==> src/rtl/pwm_decoder_if.sv <==
// rtl/pwm_decoder_if.sv - pulse input and decoded outputs of the servo PWM decoder
// Purpose: groups the decoder's pulse input and result signals.
// Signals:
//   pwm_in : asynchronous servo pulse input (driven by master)
//   instr  : last decoded instruction, 10 back / 11 stop / 01 forward
//   valid  : one-cycle strobe, legal pulse decoded
//   width  : high time of the last legal pulse in ticks
//   err    : one-cycle strobe, pulse too short or too long
//   lost   : level, no rising edge within the timeout window
interface pwm_decoder_if;
  logic        pwm_in;
  logic [1:0]  instr;
  logic        valid;
  logic [11:0] width;
  logic        err;
  logic        lost;

  modport master (output pwm_in, input instr, valid, width, err, lost);
  modport slave  (input pwm_in, output instr, valid, width, err, lost);
endinterface

==> src/rtl/pwm_decoder.sv <==
// rtl/pwm_decoder.sv - measures servo pulse high time and decodes the motor instruction
// Purpose: synchronizes pwm_in, measures each high pulse in clock ticks, classifies
//          it into back/stop/forward, flags illegal pulses and loss of signal.
// Ports:
//   clk   : system clock, one tick per cycle
//   reset : asynchronous active-low reset
//   bus   : pwm_decoder_if slave (pwm_in in; instr/valid/width/err/lost out)
module pwm_decoder #(
  parameter int MIN_W    = 100,
  parameter int BACK_MAX = 192,
  parameter int FWD_MIN  = 269,
  parameter int MAX_W    = 400,
  parameter int TIMEOUT  = 6144
) (
  input  logic         clk,
  input  logic         reset,
  pwm_decoder_if.slave bus
);

  localparam logic [1:0] ARM   = 2'd0;
  localparam logic [1:0] IDLE  = 2'd1;
  localparam logic [1:0] HIGH  = 2'd2;
  localparam logic [1:0] STUCK = 2'd3;

  localparam logic [11:0] MIN_W_C    = 12'(MIN_W);
  localparam logic [11:0] BACK_MAX_C = 12'(BACK_MAX);
  localparam logic [11:0] FWD_MIN_C  = 12'(FWD_MIN);
  localparam logic [11:0] MAX_W_C    = 12'(MAX_W);
  localparam logic [12:0] TIMEOUT_C  = 13'(TIMEOUT);

  localparam logic [1:0] INSTR_BACK = 2'b10;
  localparam logic [1:0] INSTR_STOP = 2'b11;
  localparam logic [1:0] INSTR_FWD  = 2'b01;

  // sync_q[0]=s1, sync_q[1]=s2, sync_q[2]=s3
  logic [2:0]  sync_q;
  logic [1:0]  state_q, state_d;
  logic [11:0] wcnt_q, wcnt_d;
  logic [12:0] tcnt_q, tcnt_d;
  logic [1:0]  instr_q, instr_d;
  logic [11:0] width_q, width_d;
  logic        valid_q, valid_d;
  logic        err_q, err_d;
  logic        lost_q, lost_d;

  logic s2, s3, rise, timeout_hit;

  assign s2   = sync_q[1];
  assign s3   = sync_q[2];
  assign rise = s2 & ~s3;

  // Synchronizer resets high: ARM must then observe a genuine low on the
  // input before arming, so a pulse in progress at reset release is never
  // mistaken for a fresh rising edge.
  always_ff @(posedge clk or negedge reset) begin
    if (!reset) begin
      sync_q <= 3'b111;
    end else begin
      sync_q <= {sync_q[1:0], bus.pwm_in};
    end
  end

  // Timeout fires on the cycle tcnt steps onto TIMEOUT, even if a rise
  // arrives in that same cycle; the pulse is still measured.
  assign timeout_hit = (state_q != ARM) && (tcnt_q == TIMEOUT_C - 13'd1);

  always_comb begin
    state_d = state_q;
    wcnt_d  = wcnt_q;
    tcnt_d  = tcnt_q;
    instr_d = instr_q;
    width_d = width_q;
    lost_d  = lost_q;
    valid_d = 1'b0;
    err_d   = 1'b0;

    if (state_q == ARM || rise) begin
      tcnt_d = 13'd0;
    end else if (tcnt_q != TIMEOUT_C) begin
      tcnt_d = tcnt_q + 13'd1;
    end

    if (timeout_hit) begin
      lost_d  = 1'b1;
      instr_d = INSTR_STOP;
    end

    case (state_q)
      ARM: begin
        if (!s2) state_d = IDLE;
      end
      IDLE: begin
        if (rise) begin
          wcnt_d  = 12'd1;
          state_d = HIGH;
        end
      end
      HIGH: begin
        if (s2) begin
          wcnt_d = wcnt_q + 12'd1;
          if (wcnt_q == MAX_W_C) begin
            err_d   = 1'b1;
            state_d = STUCK;
          end
        end else begin
          // Low while in HIGH is always the falling edge; wcnt <= MAX_W here.
          state_d = IDLE;
          if (wcnt_q >= MIN_W_C) begin
            valid_d = 1'b1;
            width_d = wcnt_q;
            lost_d  = 1'b0;
            if (wcnt_q <= BACK_MAX_C)     instr_d = INSTR_BACK;
            else if (wcnt_q >= FWD_MIN_C) instr_d = INSTR_FWD;
            else                          instr_d = INSTR_STOP;
          end else begin
            err_d = 1'b1;
          end
        end
      end
      STUCK: begin
        if (!s2) state_d = IDLE;
      end
      default: state_d = ARM;
    endcase
  end

  always_ff @(posedge clk or negedge reset) begin
    if (!reset) begin
      state_q <= ARM;
      wcnt_q  <= 12'd0;
      tcnt_q  <= 13'd0;
      instr_q <= INSTR_STOP;
      width_q <= 12'd0;
      valid_q <= 1'b0;
      err_q   <= 1'b0;
      lost_q  <= 1'b1;
    end else begin
      state_q <= state_d;
      wcnt_q  <= wcnt_d;
      tcnt_q  <= tcnt_d;
      instr_q <= instr_d;
      width_q <= width_d;
      valid_q <= valid_d;
      err_q   <= err_d;
      lost_q  <= lost_d;
    end
  end

  assign bus.instr = instr_q;
  assign bus.valid = valid_q;
  assign bus.width = width_q;
  assign bus.err   = err_q;
  assign bus.lost  = lost_q;

endmodule

==> src/flat_wrapper.sv <==
// flat-port wrapper written by rule: the top's interface ports become plain ports
module pwm_decoder_flat 
#(
  parameter int MIN_W    = 100,
  parameter int BACK_MAX = 192,
  parameter int FWD_MIN  = 269,
  parameter int MAX_W    = 400,
  parameter int TIMEOUT  = 6144
)
  (clk, reset, bus_pwm_in, bus_instr, bus_valid, bus_width, bus_err, bus_lost);
  pwm_decoder_if bus_i ();
  input  logic clk;
  input  logic reset;
  input wire logic [$bits(bus_i.pwm_in)-1:0] bus_pwm_in;
  output wire logic [$bits(bus_i.instr)-1:0] bus_instr;
  output wire logic [$bits(bus_i.valid)-1:0] bus_valid;
  output wire logic [$bits(bus_i.width)-1:0] bus_width;
  output wire logic [$bits(bus_i.err)-1:0] bus_err;
  output wire logic [$bits(bus_i.lost)-1:0] bus_lost;
  assign bus_i.pwm_in = bus_pwm_in;
  assign bus_instr = bus_i.instr;
  assign bus_valid = bus_i.valid;
  assign bus_width = bus_i.width;
  assign bus_err = bus_i.err;
  assign bus_lost = bus_i.lost;
  pwm_decoder #(.MIN_W(MIN_W), .BACK_MAX(BACK_MAX), .FWD_MIN(FWD_MIN), .MAX_W(MAX_W), .TIMEOUT(TIMEOUT)) u_core (.clk(clk), .reset(reset), .bus(bus_i));
endmodule
==> config.mk <==
export PLATFORM = sky130hd
export DESIGN_NAME = pwm_decoder_flat
export DESIGN_NICKNAME = d
export VERILOG_FILES = /design/src/rtl/pwm_decoder_if.sv /design/src/rtl/pwm_decoder.sv /design/src/flat_wrapper.sv
export SDC_FILE = /design/constraint.sdc
export NUM_CORES = 1
export LEC_CHECK = 0
export ABC_CLOCK_PERIOD_IN_PS = 2130
export BUFFER_PORTS_ARGS = -buffer_cell sky130_fd_sc_hd__buf_4
export CAP_MARGIN = 20
export CORE_ASPECT_RATIO = 0.7
export CORE_MARGIN = 4
export CORE_UTILIZATION = 45
export CTS_CLUSTER_DIAMETER = 50
export CTS_CLUSTER_SIZE = 10
export DETAILED_ROUTE_END_ITERATION = 8
export GPL_TIMING_DRIVEN = 0
export SYNTH_ARGS = -nofsm -noshare
export SYNTH_HDL_FRONTEND = slang
export SYNTH_SLANG_ARGS = --single-unit
export TNS_END_PERCENT = 20
==> constraint.sdc <==
create_clock -name clk -period 2.13 [get_ports clk]
set_input_delay 0.213 -clock clk [delete_from_list [all_inputs] [get_ports clk]]
set_output_delay 0.213 -clock clk [all_outputs]
set_load 0.01 [all_outputs]
-- Word level (Yosys, flattened, before mapping)
Index checks and enable logic that the tools add are counted.
- register bits: 47
- output and inout bits: 17
- $add $sub $neg: 2
- muxes and demuxes: 27
- magnitude comparators: 3
- equality and inequality tests: 10
- reductions and logical operators: 10
- bitwise operators: 3
- operator list (kind ; number):
    $mux 13 ; 2
    $mux 12 ; 2
    $pmux 12 s2 ; 1
    $mux 2 ; 10
    $add 13x1->13 const B ; 1
    $eq 13x13->1 const B ; 1
    $ne 13x13->1 const B ; 1
    $add 12x1->12 const B ; 1
    $eq 12x9->1 const B ; 1
    $ge 12x7->1 const B ; 1
    $ge 12x9->1 const B ; 1
    $le 12x8->1 const B ; 1
    $mux 1 ; 11
    $reduce_and 3->1 ; 3
    $pmux 2 s3 ; 1
    $reduce_bool 2->1 ; 3
    $eq 2x2->1 const B ; 2
    $ne 2x1->1 const B ; 2
    $ne 3x3->1 const B ; 1
    $eq 2x1->1 const B ; 1
    $logic_not 2->1 ; 1
    $ne 2x2->1 const B ; 1
    $not 1->1 ; 2
    $reduce_or 2->1 ; 1
    other kinds (3) ; 3

-- Longest topological paths before layout
Gate-level depths: netlist (run 1).
- depth after elaboration: 6
- gate-level depth with buffers: 7
- mapped depth without buffers: 6

-- Least setup slack after synthesis (run 1)
No wires, ideal clock.
- kind: register to register
- from: register u_core.wcnt_q[0]
- to: register u_core.state_q[0]
- setup time: 130 ps
- required time: 2000 ps
- arrival: 1671 ps
- path slack: 329 ps
- stages on the path, launching flop included: 7
- cells stage by stage: dfrtp_1 inv_1 ha_1 or3b_2 nor4_1 o21ai_1 mux2i_1
- cells in the longest elaborated chain, start to end: 3
- ends and longest elaborated chain (what ; RTL line ; source):
    start, declared ; pwm_decoder.sv:38 ; logic [11:0] wcnt_q, wcnt_d;
    start signal, assigned ; pwm_decoder.sv:139 ; wcnt_q <= wcnt_d;
    $eq 12x9->1 ; pwm_decoder.sv:101 ; if (wcnt_q == MAX_W_C) begin
    $ne 3x3->1 (no line) ; -- ;
    $reduce_and 3->1 (no line) ; -- ;
    end signal, assigned ; pwm_decoder.sv:138 ; state_q <= state_d;
    end, declared ; pwm_decoder.sv:37 ; logic [1:0] state_q, state_d;
Every way passes these cells.
A chain may end at the register's enable or synchronous reset.

-- Worst setup path in the final report (run 1)
- from: register u_core.sync_q[1]
- to: register u_core.wcnt_q[11]
- cells in the longest elaborated chain, start to end: 3
- ends and longest elaborated chain (what ; RTL line ; source):
    start, declared ; pwm_decoder.sv:36 ; logic [2:0] sync_q;
    start signal, assigned ; pwm_decoder.sv:59 ; sync_q <= {sync_q[1:0], bus.pwm_in};
    $and 1x1->1 ; pwm_decoder.sv:50 ; assign rise = s2 & ~s3;
    $ne 2x1->1 (no line) ; -- ;
    $reduce_and 3->1 (no line) (*) ; -- ;
Every way passes the cells marked *; elsewhere a longest branch is shown, timed or not.

==> qor.csv, run 1 <==
metric,value,unit
"Hold Violations, Final",0,
Comb pwr share,26.3,%
crit path DAT,2.25,ns
worst-case clock skew,0.007118,ns
HP Start,u_core.sync_q[0],
Crit-path slowest cell,dfstp_2,
Inserted Diodes,0,
Final WS setup,0.08481,ns
most common cell in the synthesized netlist,dfrtp_1,
Top delay family on crit path,compound AO/OA/AOI/OAI gates,
status,"finished, final reports clean",
"area leader, netlist",dfrtp_1,
total core area,4887,sq um
Least-Margin Pin Slew,0.8922,ns
post-layout util,55.56,%
CP Capture Type,flop,
Buffers on Ports,19,
Critical Setup Path Class,reg2reg,
dpl ws,0.07417,ns
final WL,4579,um
area grow syn2layout,16.67,%
worst r2r dst,u_core.wcnt_q[11],
RSZ-0062 raised after global routing,true,
WP data required,2.34,ns
top-area cell type share of the netlist area,44.09,%
die area,6404,sq um
Sink Count,47,
final slew viol count,0,
Final Wtd Congestion,0.8067,
Mapped Area,2327,sq um
clock buffer count from CTS,5,
synth top area cells,"dfrtp_1, dfstp_2, ha_1",
Final Cycle Share,96.02,%
Post-CTS Repair Setup Buffers,0,
drt first pass iters,5,
"reg-to-reg slack, setup",0.08,ns
"slowest stage delay, CP",0.54,ns
share of cells above drive strength 1,18.82,%
WP buf/inv,1,
setup violators final,0,
vias in the first global route,1581,
first-pass GRT wire length,7921,um
H-tree depth,2,
cell internal pwr,1.670,mW
CTS root buf,clkbuf_8,
#FFs+latches synth,47,
initial antenna violation count,0,
Power per Cell Area,903.2,nW/um^2
Die Width,93.96,um
Critical Path Start,u_core.sync_q[1],
GRT Total Usage,16.11,%
Fillers,432,
post-detail-place hpwl,3294,um
RR Startpoint,u_core.sync_q[1],
"Primary FF master, synth",dfrtp_1,
initial core utilization,47.62,%
worst vdd ir,0.5393,mV
Pwr Total,2.452,mW
maximum clock path buffer count,2,
IO Count,20,
R2R depth,5,
Leak,1.213,nW
Clock Latency Late Sink,0.29,ns
CTS tree,yes,
Avg Inst Size Synth,10.30,sq um
Clock power frac,30.8,%
post-synthesis cell count,226,
Worst Path Max Fanout,9,
Worst-path clk slew,0.09,ns
Post-synth top cells,"dfrtp_1, nand2_1, nor2_1",
Yosys cell types,44,
die outline height,68.17,um
Post-synth EDFFs,0,
crit-path cells,clkbuf_2 > a21boi_2 > o211ai_1 > or4_1 > a21oi_1,
Switching Fraction,31.90,%
Starting DRT DRC Count,93,
Peak Freq,489.0,MHz
Max Cap Violations,0,
via count,1720,
grt total ovfl,0,
Via density,5.309,
Worst Hold Path EP,u_core.sync_q[1],
largest net degree at the start of global routing,48,
Min-Delay Path Class,reg2reg,
Worst Setup Start Kind,flop,
Slew headroom,40.52,%
drc violations,0,
Sequential Power Share,42.9,%
# rows,21,
Antenna Nets Post-Route,0,
Post-synth ARST share,100.0,%
WL/cell,14.13,um
post-synthesis sequential area ratio,50.86,%
yosys synthesis warning count,0,
worst hold stages,0,
Layout Nets,266,
Mapped Nets,238,
net switching power,0.7823,mW
Tmin final,2.045,ns
-- what timing repair did --
| item | in CTS | in global routing |
|---|---|---|
| endpoints found under the setup margin | 0 | 6 |
| gates resized for setup | 0 | 1 |
| endpoints found under the hold margin | 41 | 1 |
| hold buffers | 1 | 1 |
-- sequential cells by signal, indices dropped and copies added (netlist names) --
name	cells
u_core.bus.width	12
u_core.bus.err	1
u_core.wcnt_q	12
u_core.tcnt_q	13
u_core.bus.instr	2
u_core.bus.valid	1
u_core.bus.lost	1
u_core.sync_q	3
u_core.state_q	2
-- area by class of cell --
cell class	instances	area, sq um	area share [%]
Tap cell	69	86.33	3.180
Clock inverter	2	60.06	2.212
Buffer	6	28.78	1.060
Sequential cell	47	1184	43.59
Clock buffer	6	72.57	2.673
Multi-Input combinational cell	162	1080	39.77
Timing Repair Buffer	21	162.7	5.991
Inverter	11	41.29	1.521
-- kinds of logic (layout without fill, tap and decap cells) --
family                     count (synthesis)  count (layout)  synth area share, %
xor gates and xnor gates                  12              12                4.516
DFF                                       47              47                50.86
buffers and inverters                     17              46                3.010
AOI/OAI and AO/OA                         43              43                12.47
adders and majority gates                  9               9                4.839
muxes                                      9               9                4.193
and+or+nand+nor                           89              89                20.11
-- worst max path at each step --
stage,endpoint,cells after the start
floorplan,u_core.state_q[0],6
global placement,u_core.state_q[0],6
detailed placement,u_core.state_q[0],6
CTS,u_core.state_q[1],6
global route,u_core.wcnt_q[11],6
finish,u_core.wcnt_q[11],5
-- layer usage --
metal,GRT usage [%],vias to the layer above,share of wire (%)
met5,0,-,0
met4,4.324,0,0
met3,3.956,0,4.3
met2,21.66,36,41
met1,25.26,824,55
li1,-,860,-
-- power groups by stage --
| stage | Clock (mW) | Combinational, mW | Sequential, mW |
|---|---|---|---|
| 3_5_place_dp | 0 | 0.640 | 1.07 |
| 2_1_floorplan | 0 | 0.474 | 1.05 |
| 6_report | 0.755 | 0.644 | 1.05 |
| 5_1_grt | 0.821 | 0.738 | 1.07 |
| 4_1_cts | 0.779 | 0.643 | 1.05 |
| 3_3_place_gp | 0 | 0.628 | 1.07 |
-- metrics by stage --
step	cells	cell area, sq um	TNS (ns)	hold slack [ns]
finish	324	2715	0	0.3604
global placement	314	2556	0	0.2654
CTS	323	2699	0	0.004287
detailed placement	314	2556	0	0.2581
global route	324	2715	-0.1607	0.3654
floorplan	226	2327	0	-0.08259
-- cell usage in the layout (no fill, tap or decap), types with 2 or more instances in the layout --
master / count
o2111ai_1: 2
inv_1: 11
nor4_1: 6
mux2_2: 6
a21oi_1: 15
nand3_1: 10
nor3_1: 4
ha_1: 9
mux2i_1: 3
or4_1: 5
buf_4: 20
clkbuf_8: 5
nand2_1: 20
xor2_1: 4
nand4_1: 2
bufinv_16: 2
clkbuf_1: 4
dlygate4sd3_1: 2
dfrtp_1: 41
or3_1: 5
dfstp_2: 6
o31ai_1: 5
nor2_1: 17
o21a_1: 2
o21ai_0: 9
o21ai_1: 2
nor2b_1: 4
nand2b_1: 6
and3_1: 2
xnor2_1: 8
No activity file was read; power rests on OpenSTA's default activity.
==> run 2, diff against run 1 <==
MAX_ROUTING_LAYER = met4   (was default)
==> run 2 against run 1 <==
Clock skew barely moved. Die area did not move. Sequential power barely moved. Via count fell by 0.17%. Total power barely moved. Hold slack barely moved. Critical path type unchanged. Core utilization did not move.
==> qor.csv, run 2 (synthesis results as in run 1) <==
metric,value,unit
"reg-to-reg slack, setup",0.08,ns
setup_tns,0,ns
Buffers on Ports,19,
GRT Total Usage,16.59,%
Min-Delay Path Class,reg2reg,
drt first pass iters,4,
Worst-path clk slew,0.09,ns
CTS tree,yes,
vias in the first global route,1580,
Via density,5.299,
crit path DAT,2.25,ns
Final Cycle Share,96.02,%
Inserted Diodes,0,
CTS root buf,clkbuf_8,
final slew viol count,0,
CP Capture Type,flop,
clock buffer count from CTS,5,
worst-case clock skew,0.007101,ns
Fillers,432,
Leak,1.213,nW
Clock Latency Late Sink,0.29,ns
RSZ-0062 raised after global routing,true,
Final WS setup,0.08485,ns
finished layout cell area,2715,sq um
Die Width,93.96,um
post-detail-place hpwl,3294,um
H-tree depth,2,
largest net degree at the start of global routing,48,
largest register by flop count,u_core.tcnt_q,
Antenna Nets Post-Route,0,
Peak Freq,489.0,MHz
WL/cell,14.12,um
# rows,21,
share of cells above drive strength 1,18.82,%
initial antenna violation count,0,
area grow syn2layout,16.67,%
"Hold Violations, Final",0,
Cells after DPL,314,
drc violations,0,
grt total ovfl,0,
Worst Path Max Fanout,9,
status,"finished, final reports clean",
via count,1717,
initial core utilization,47.62,%
Layout Nets,266,
Sink Count,47,
die outline height,68.17,um
Critical Setup Path Class,reg2reg,
total core area,4887,sq um
GR peak layer,met1,
global-route track usage on met1,25.19,%
Final Wtd Congestion,0.8185,
Max Cap Violations,0,
max FFs per register,13,
Post-DP Area,2556,sq um
Pwr Total,2.451,mW
Worst Setup Start Kind,flop,
Tmin final,2.045,ns
met2 usage,21.75,%
Least-Margin Pin Slew,0.8827,ns
IO Count,20,
WP data required,2.34,ns
worst vdd ir,0.5391,mV
Slew headroom,41.15,%
maximum clock path buffer count,2,
"most common cell after layout, fill and taps aside",dfrtp_1,
die area,6404,sq um
setup violators final,0,
first-pass GRT wire length,7921,um
Starting DRT DRC Count,103,
most frequent cells in the layout,"dfrtp_1, nand2_1, buf_4, nor2_1, a21oi_1",
GR Util met3,3.956,%
final WL,4575,um
Power per Cell Area,902.8,nW/um^2
Non-Filler Instances,324,
dpl ws,0.07417,ns
[run 2: power breakdown]
part,switching (mW),internal (mW)
logic,0.415,0.228
registers,0.0804,0.973
clock network,0.286,0.469
[run 2: per-layer routing]
layer	wire length (um)	up-vias
li1	-	860
met1	2503	821
met2	1863	34
met3	194	2
met4	14	0
met5	0	-
[run 2: stage by stage]
step | hold WS, ns | util, %
after global routing | 0.3654 | 55.56
after CTS | 0.004287 | 55.22
after global placement | 0.2654 | 52.30
after floorplan | -0.08259 | -
final | 0.3604 | 55.56
after detailed placement | 0.2581 | 52.30
[run 2: critical path, stage by stage, from the launching register on]
cell and delay [ns]:
dfstp_2 0.54, clkbuf_2 0.18, a21boi_2 0.25, o211ai_1 0.28, or4_1 0.53, a21oi_1 0.17
[run 2: worst paths after layout]
kind	startpoint	to	depth (start not counted)
worst min register to register	u_core.sync_q[0]	u_core.sync_q[1]	0
max in group asynchronous	reset	u_core.bus.width[6]	2
worst min-delay path	u_core.sync_q[0]	u_core.sync_q[1]	0
min in group asynchronous	reset	u_core.wcnt_q[11]	2
worst max register to register	u_core.sync_q[1]	u_core.wcnt_q[11]	5
worst max-delay path	u_core.sync_q[1]	u_core.wcnt_q[11]	5
[run 2: what timing repair did]
| item | CTS | global route |
|---|---|---|
| hold endpoints to repair | 41 | 1 |
| endpoints found under the setup margin | 0 | 6 |
| hold buffers | 1 | 1 |
| buffers inserted | 0 | 0 |
| gates resized for setup | 0 | 1 |
[run 2: area by class of cell]
class                   instances  area [sq um]  area share, %
repair buffers                 21         162.7          5.991
multi-input cells             162          1080          39.77
clock buffers                   6         72.57          2.673
plain buffers                   6         28.78          1.060
flip-flops and latches         47          1184          43.59
clock inverters                 2         60.06          2.212
well taps                      69         86.33          3.180
inverters                      11         41.29          1.521
